$ cat config.mk
export PLATFORM = sky130hd
export DESIGN_NAME = ps2_keyboard_matrix_flat
export DESIGN_NICKNAME = d
export VERILOG_FILES = /design/src/rtl/ps2_keyboard_matrix_if.sv /design/src/rtl/ps2_keyboard_matrix.sv /design/src/flat_wrapper.sv
export SDC_FILE = /design/constraint.sdc
export NUM_CORES = 1
export LEC_CHECK = 0
export ABC_AREA = 0
export ABC_CLOCK_PERIOD_IN_PS = 4400
export CAP_MARGIN = 20
export CORE_MARGIN = 2
export CORE_UTILIZATION = 56
export CTS_CLUSTER_DIAMETER = 50
export CTS_CLUSTER_SIZE = 30
export DETAILED_ROUTE_END_ITERATION = 8
export PLACE_DENSITY = 0.74
export SETUP_SLACK_MARGIN = 0.5
export SLEW_MARGIN = 15
export SYNTH_ARGS = -nofsm -noshare
export SYNTH_HDL_FRONTEND = slang
export SYNTH_SLANG_ARGS = --single-unit
$ cat constraint.sdc
create_clock -name clk28 -period 4.4 [get_ports clk28]
set_clock_uncertainty 0.2 [all_clocks]
set_input_delay 0.88 -clock clk28 [delete_from_list [all_inputs] [get_ports clk28]]
set_output_delay 0.88 -clock clk28 [all_outputs]
set_load 0.005 [all_outputs]
$ cat src/rtl/ps2_keyboard_matrix_if.sv
// ps2_keyboard_matrix_if
// Groups the keyboard-side and ULA-side signals of the PS/2 keyboard matrix.
//   ps2clk, ps2data : raw PS/2 lines from the keyboard (asynchronous to clk28)
//   rows            : CPU A15..A8, a 0 bit selects that half-row
//   kbd             : active-low column data returned to the ULA
//   reset_req       : one-cycle pulse on Ctrl+Alt+Del
//   frame_err       : one-cycle pulse on parity, stop-bit or timeout error
// The master modport is the host/bench side; the slave modport is the block.
interface ps2_keyboard_matrix_if;
    logic       ps2clk;
    logic       ps2data;
    logic [7:0] rows;
    logic [4:0] kbd;
    logic       reset_req;
    logic       frame_err;

    modport master (
        output ps2clk, ps2data, rows,
        input  kbd, reset_req, frame_err
    );

    modport slave (
        input  ps2clk, ps2data, rows,
        output kbd, reset_req, frame_err
    );
endinterface

$ cat src/rtl/ps2_keyboard_matrix.sv
// ps2_keyboard_matrix
// Receives PS/2 set-2 scancodes and maintains the 8x5 ZX Spectrum key
// matrix, returning active-low column data for the half-rows selected by
// the CPU address lines. Also pulses reset_req on Ctrl+Alt+Del.
// Ports:
//   clk28 : 28 MHz master clock, the only clock
//   rst_n : asynchronous active-low reset
//   bus   : ps2_keyboard_matrix_if slave modport (ps2clk, ps2data, rows in;
//           kbd, reset_req, frame_err out)
// Parameter:
//   TIMEOUT_CYCLES : clk28 cycles without a bit strobe before a partial
//                    frame is abandoned
module ps2_keyboard_matrix #(
    parameter int TIMEOUT_CYCLES = 28000
) (
    input  logic                  clk28,
    input  logic                  rst_n,
    ps2_keyboard_matrix_if.slave  bus
);

    localparam int TO_W = $clog2(TIMEOUT_CYCLES + 1);

    typedef enum logic [1:0] {IDLE, DATA, PARITY, STOP} rx_state_t;

    logic            ps2clk_meta, ps2clk_sync;
    logic            ps2data_meta, ps2data_sync;
    logic [3:0]      filt_sr;
    logic            clk_filt;
    logic            strobe;

    rx_state_t       state, state_nxt;
    logic [7:0]      shift_reg;
    logic [2:0]      bit_cnt;
    logic            parity_bit;
    logic            parity_ok;
    logic [TO_W-1:0] to_cnt;
    logic            timeout_hit;
    logic            byte_done, rx_err;
    logic            byte_rdy, frame_err_q;

    logic [39:0]     matrix;
    logic            ext, brk, ctrl, alt;
    logic [2:0]      skip_cnt;
    logic            reset_req_q;
    logic            map_hit;
    logic [5:0]      map_idx;
    logic [4:0]      kbd_c;

    // Synchronise both PS/2 lines, then debounce the clock: the filtered
    // level only moves once four consecutive samples agree. The strobe
    // fires on the cycle the filtered clock falls.
    always_ff @(posedge clk28 or negedge rst_n) begin
        if (!rst_n) begin
            ps2clk_meta  <= 1'b1;
            ps2clk_sync  <= 1'b1;
            ps2data_meta <= 1'b1;
            ps2data_sync <= 1'b1;
            filt_sr      <= 4'hF;
            clk_filt     <= 1'b1;
            strobe       <= 1'b0;
        end else begin
            ps2clk_meta  <= bus.ps2clk;
            ps2clk_sync  <= ps2clk_meta;
            ps2data_meta <= bus.ps2data;
            ps2data_sync <= ps2data_meta;
            filt_sr      <= {filt_sr[2:0], ps2clk_sync};
            if (filt_sr == 4'hF) begin
                clk_filt <= 1'b1;
            end else if (filt_sr == 4'h0) begin
                clk_filt <= 1'b0;
            end
            strobe <= clk_filt && (filt_sr == 4'h0);
        end
    end

    // Odd parity over the eight data bits plus the parity bit.
    assign parity_ok   = ^{shift_reg, parity_bit};
    assign timeout_hit = (state != IDLE) && (to_cnt == TO_W'(TIMEOUT_CYCLES));

    // Receiver state register.
    always_ff @(posedge clk28 or negedge rst_n) begin
        if (!rst_n) begin
            state <= IDLE;
        end else begin
            state <= state_nxt;
        end
    end

    // Receiver next-state logic; a timeout overrides any strobe.
    always_comb begin
        state_nxt = state;
        if (timeout_hit) begin
            state_nxt = IDLE;
        end else if (strobe) begin
            case (state)
                IDLE:    if (!ps2data_sync) state_nxt = DATA;
                DATA:    if (bit_cnt == 3'd7) state_nxt = PARITY;
                PARITY:  state_nxt = STOP;
                STOP:    state_nxt = IDLE;
                default: state_nxt = IDLE;
            endcase
        end
    end

    // Receiver outputs: good byte or framing error, decided at the stop bit.
    always_comb begin
        byte_done = 1'b0;
        rx_err    = 1'b0;
        if (timeout_hit) begin
            rx_err = 1'b1;
        end else if (strobe && (state == STOP)) begin
            if (ps2data_sync && parity_ok) begin
                byte_done = 1'b1;
            end else begin
                rx_err = 1'b1;
            end
        end
    end

    // Receiver datapath: LSB-first shifter, bit counter, inter-strobe timer
    // and the registered byte_rdy / frame_err pulses.
    always_ff @(posedge clk28 or negedge rst_n) begin
        if (!rst_n) begin
            shift_reg   <= 8'h00;
            bit_cnt     <= 3'd0;
            parity_bit  <= 1'b0;
            to_cnt      <= '0;
            byte_rdy    <= 1'b0;
            frame_err_q <= 1'b0;
        end else begin
            byte_rdy    <= byte_done;
            frame_err_q <= rx_err;
            if (strobe || (state == IDLE)) begin
                to_cnt <= '0;
            end else if (!timeout_hit) begin
                to_cnt <= to_cnt + TO_W'(1);
            end
            if (state == IDLE) begin
                bit_cnt <= 3'd0;
            end
            if (strobe && !timeout_hit) begin
                if (state == DATA) begin
                    shift_reg <= {ps2data_sync, shift_reg[7:1]};
                    bit_cnt   <= bit_cnt + 3'd1;
                end else if (state == PARITY) begin
                    parity_bit <= ps2data_sync;
                end
            end
        end
    end

    // Scancode to matrix position, as row*5+col.
    always_comb begin
        map_hit = 1'b1;
        map_idx = 6'd0;
        if (ext) begin
            case (shift_reg)
                8'h14:   map_idx = 6'd36;
                8'h5A:   map_idx = 6'd30;
                default: map_hit = 1'b0;
            endcase
        end else begin
            case (shift_reg)
                8'h12: map_idx = 6'd0;   8'h1A: map_idx = 6'd1;
                8'h22: map_idx = 6'd2;   8'h21: map_idx = 6'd3;
                8'h2A: map_idx = 6'd4;   8'h1C: map_idx = 6'd5;
                8'h1B: map_idx = 6'd6;   8'h23: map_idx = 6'd7;
                8'h2B: map_idx = 6'd8;   8'h34: map_idx = 6'd9;
                8'h15: map_idx = 6'd10;  8'h1D: map_idx = 6'd11;
                8'h24: map_idx = 6'd12;  8'h2D: map_idx = 6'd13;
                8'h2C: map_idx = 6'd14;  8'h16: map_idx = 6'd15;
                8'h1E: map_idx = 6'd16;  8'h26: map_idx = 6'd17;
                8'h25: map_idx = 6'd18;  8'h2E: map_idx = 6'd19;
                8'h45: map_idx = 6'd20;  8'h46: map_idx = 6'd21;
                8'h3E: map_idx = 6'd22;  8'h3D: map_idx = 6'd23;
                8'h36: map_idx = 6'd24;  8'h4D: map_idx = 6'd25;
                8'h44: map_idx = 6'd26;  8'h43: map_idx = 6'd27;
                8'h3C: map_idx = 6'd28;  8'h35: map_idx = 6'd29;
                8'h5A: map_idx = 6'd30;  8'h4B: map_idx = 6'd31;
                8'h42: map_idx = 6'd32;  8'h3B: map_idx = 6'd33;
                8'h33: map_idx = 6'd34;  8'h29: map_idx = 6'd35;
                8'h14: map_idx = 6'd36;  8'h3A: map_idx = 6'd37;
                8'h31: map_idx = 6'd38;  8'h32: map_idx = 6'd39;
                default: map_hit = 1'b0;
            endcase
        end
    end

    // Scancode decoder. Prefixes (E0/F0) persist until a code consumes
    // them; E1 starts the 7-byte Pause sequence, which is swallowed whole.
    // Modifier tracking ignores ext, so left and right Ctrl/Alt both count.
    always_ff @(posedge clk28 or negedge rst_n) begin
        if (!rst_n) begin
            matrix      <= '1;
            ext         <= 1'b0;
            brk         <= 1'b0;
            ctrl        <= 1'b0;
            alt         <= 1'b0;
            skip_cnt    <= 3'd0;
            reset_req_q <= 1'b0;
        end else begin
            reset_req_q <= 1'b0;
            if (byte_rdy) begin
                if (skip_cnt != 3'd0) begin
                    skip_cnt <= skip_cnt - 3'd1;
                end else begin
                    case (shift_reg)
                        8'hE0: ext      <= 1'b1;
                        8'hF0: brk      <= 1'b1;
                        8'hE1: skip_cnt <= 3'd7;
                        8'hAA, 8'h00, 8'hFF: begin
                            matrix <= '1;
                            ext    <= 1'b0;
                            brk    <= 1'b0;
                        end
                        8'hFA, 8'hEE, 8'hFE: begin
                        end
                        default: begin
                            if (map_hit) begin
                                matrix[map_idx] <= brk;
                            end
                            if (shift_reg == 8'h14) begin
                                ctrl <= !brk;
                            end
                            if (shift_reg == 8'h11) begin
                                alt <= !brk;
                            end
                            if (ext && !brk && (shift_reg == 8'h71) && ctrl && alt) begin
                                reset_req_q <= 1'b1;
                            end
                            ext <= 1'b0;
                            brk <= 1'b0;
                        end
                    endcase
                end
            end
        end
    end

    // Column read-out: AND of every selected half-row, all ones if none.
    always_comb begin
        kbd_c = 5'b11111;
        for (int r = 0; r < 8; r++) begin
            if (!bus.rows[r]) begin
                for (int c = 0; c < 5; c++) begin
                    kbd_c[c] = kbd_c[c] & matrix[r*5 + c];
                end
            end
        end
    end

    assign bus.kbd       = kbd_c;
    assign bus.reset_req = reset_req_q;
    assign bus.frame_err = frame_err_q;

endmodule

$ cat src/flat_wrapper.sv
// flat-port wrapper written by rule: the top's interface ports become plain ports
module ps2_keyboard_matrix_flat 
#(
    parameter int TIMEOUT_CYCLES = 28000
)
  (clk28, rst_n, bus_ps2clk, bus_ps2data, bus_rows, bus_kbd, bus_reset_req, bus_frame_err);
  ps2_keyboard_matrix_if bus_i ();
  input  logic clk28;
  input  logic rst_n;
  input wire logic [$bits(bus_i.ps2clk)-1:0] bus_ps2clk;
  input wire logic [$bits(bus_i.ps2data)-1:0] bus_ps2data;
  input wire logic [$bits(bus_i.rows)-1:0] bus_rows;
  output wire logic [$bits(bus_i.kbd)-1:0] bus_kbd;
  output wire logic [$bits(bus_i.reset_req)-1:0] bus_reset_req;
  output wire logic [$bits(bus_i.frame_err)-1:0] bus_frame_err;
  assign bus_i.ps2clk = bus_ps2clk;
  assign bus_i.ps2data = bus_ps2data;
  assign bus_i.rows = bus_rows;
  assign bus_kbd = bus_i.kbd;
  assign bus_reset_req = bus_i.reset_req;
  assign bus_frame_err = bus_i.frame_err;
  ps2_keyboard_matrix #(.TIMEOUT_CYCLES(TIMEOUT_CYCLES)) u_core (.clk28(clk28), .rst_n(rst_n), .bus(bus_i));
endmodule
==> impl_metrics.csv <==
group,metric,value,unit
status,status,"finished, final reports clean",
floorplan,core_area,0.0102,mm²
yosys,syn_nets,632,
power_and_ir_drop,ir_worst_vdd,0.211,mV
power_and_ir_drop,power.density,238,mW/mm²
cts,cts_resized,0,
worst_setup_path,start_kind,"flop",
yosys,ys_warn_count,0,
cts,cts_hold_buf,0,
route,ant_nets,0,
yosys,synth_flop_cell,"dfstp_2",
route,drc_errors,0,
final_layout,fin_util,0.608,
sta,slew_headroom,0.471,
cts,postCtsSetupBuffers,0,
yosys,synthCells,609,
final_layout,final_common_cell,"nor2_1",
worst_setup_path,cp-end-kind,"flop",
route,drtIter0Drc,596,
cts,clk_latency,0.38,ns
worst_hold_path,hp-class,"reg -> reg",
global_route,grt_pass1_vias,4816,
route,vias,5031,
worst_setup_path,cp_max_fo,23,
worst_setup_path,critPathRequiredTime,4.52,ns
cts,cts_sinks,89,
global_route,grt_pass1_wl,24400,µm
floorplan,fp.dieArea,0.0112,mm²
worst_setup_path,crit_type,"reg -> reg",
final_layout,mostFrequentLayoutCells,"nor2_1 (60), dfstp_2 (49), a211oi_1 (40), dfrtp_1 (40), o22ai_1 (26)",
floorplan,rows,37,
route,wirelength,14600,µm
floorplan,start_util,0.568,
route,firstDrtPassIters,5,
yosys,synth_edf_count,0,
yosys,synthTopCellsByArea,"dfstp_2 (22%), dfrtp_1 (17%), a211oi_1 (5.2%)",
worst_setup_path,critical_path_arrival,3.77,ns
sta,period_needed,3.65,ns
global_route,gr-total-overflow,0,
global_route,antenna_found_initial,0,
final_layout,area_growth,6.96,%
placement,dp_hpwl,10300,µm
yosys,synth_cell_types,80,
route,viasPerCell,6.73,
cts,cts_root_buffer,"clkbuf_8",
yosys,synthArstFlopShare,1.00,
cts,clk_path_buf_depth,2,
yosys,synth_area,0.00579,mm²
final_layout,layout-drive-gt1-share,0.190,
worst_setup_path,r2r_setup_slack,0.75,ns
sta,whs,0.160,ns
cts,htreeDepth,3,
placement,gp_congestion,0.986,
sta,hold_violations,0,
route,wire_per_inst,19.6,µm
floorplan,die_h,106,µm
floorplan,io_pins,19,
final_layout,largest_reg_flops,40,
yosys,ys_ff_latch,89,
sta,tightest_slew,0.794,ns
worst_setup_path,crit_path_max_incr_delay,0.77,ns
floorplan,chipWidth,106,µm
sta,fmax,274,MHz
worst_setup_path,path_cells,"buf_4 > xnor2_1 > a2111oi_0 > nor4_1 > and4b_1 > a2111o_1 > nand2b_1 > o221a_2",
sta,setup_violations,0,
cts,cts_tree,"done",
yosys,synth.top_cell.area_share,0.223,
sta,fin_setup_tns,0,ns
yosys,synth.largest_area_cell,"dfstp_2",
yosys,seq_area_frac_synth,0.396,
sta,rsz0062_at_grt,"no",
global_route,grtUsageTotal,0.274,
yosys,syn_area_per_cell,9.50,µm²
final_layout,nets,629,
sta,post-route-period-util,0.829,
worst_setup_path,slowest_stage,"dfrtp_1",
cts,path_clk_slew,0.10,ns
sta,final_max_slew_viol_count,0,
final_layout,n_antenna_cell,0,
power_and_ir_drop,power_leakage,2.22,nW
job,maxCapViolations,0,
global_route,grt_max_degree,65,
placement,placement.io_buffers,18,
final_layout,fillers,857,
cts,cts-buffers-inserted,9,
## metrics by stage
step	instances	instance area, µm²	setup WS (ns)	power [mW]
after global routing	747	6190	0.559	1.53
after floorplan	609	5790	1.50	0.895
after CTS	747	6190	0.818	1.49
final	747	6190	0.751	1.47
after detailed placement	731	5990	0.825	0.937
after global placement	731	5990	0.803	0.934
## critical path: cells and delay by family, from the launching register on
family | cells | cell delay (ns)
AO/OA/AOI/OAI | 3 | 1.49
buffers and inverters | 1 | 0.36
flip-flops | 1 | 0.77
AND/OR/NAND/NOR | 3 | 0.66
XOR/XNOR | 1 | 0.10
## power breakdown
part           internal [mW]  total [mW]  switching (mW)
Sequential             0.832       0.841         0.00933
Combinational         0.0303      0.0816          0.0513
Clock                  0.222       0.551           0.328
## cells by family after synthesis
kind of cell	Yosys count	synth area share
XOR/XNOR	19	0.0288
adder cells (fa/ha/maj)	11	0.0238
multiplexers	10	0.0192
AO/OA/AOI/OAI	169	0.218
buffers and inverters	59	0.0500
AND/OR/NAND/NOR	252	0.265
flip-flops	89	0.396
## synth_stat cells, drive strengths merged, types with 10 or more instances
master / number
nor2: 65
dfstp: 49
a211oi: 41
dfrtp: 40
buf: 29
o22ai: 26
a21oi: 24
nand2: 24
nor3: 21
nand3: 19
nand2b: 17
o21ai: 16
clkbuf: 15
inv: 15
nor4: 15
nor3b: 13
or3: 12
xnor2: 12
ha: 11
o32a: 10
## layout make-up
class | count | area [µm²] | share of cell area
Timing Repair Buffer | 30 | 268 | 0.0433
Inverter | 15 | 56.3 | 0.00910
Tap cell | 136 | 170 | 0.0275
Multi-Input combinational cell | 461 | 3210 | 0.518
Sequential cell | 89 | 2290 | 0.370
Clock inverter | 7 | 73.8 | 0.0119
Clock buffer | 9 | 124 | 0.0200
## layer usage
metal  vias to the layer above  part of all wire  GRT usage
met5                         -                 0          0
met4                         0             0.017     0.0977
met3                        20             0.075     0.0458
met2                       211              0.48      0.436
met1                      2475              0.43      0.380
li1                       2325                 -          -
## worst paths after layout
check / start / cells past startpoint / to
setup / recovery: u_core.shift_reg[3] / 8 / u_core.matrix[5]
hold / removal: u_core.ps2data_meta / 0 / u_core.ps2data_sync
setup reg to reg: u_core.shift_reg[3] / 8 / u_core.matrix[5]
hold reg to reg: u_core.ps2data_meta / 0 / u_core.ps2data_sync
max in group asynchronous: rst_n / 2 / u_core.matrix[27]
min in group asynchronous: rst_n / 1 / u_core.alt
Power figures use the tool's default switching activity.
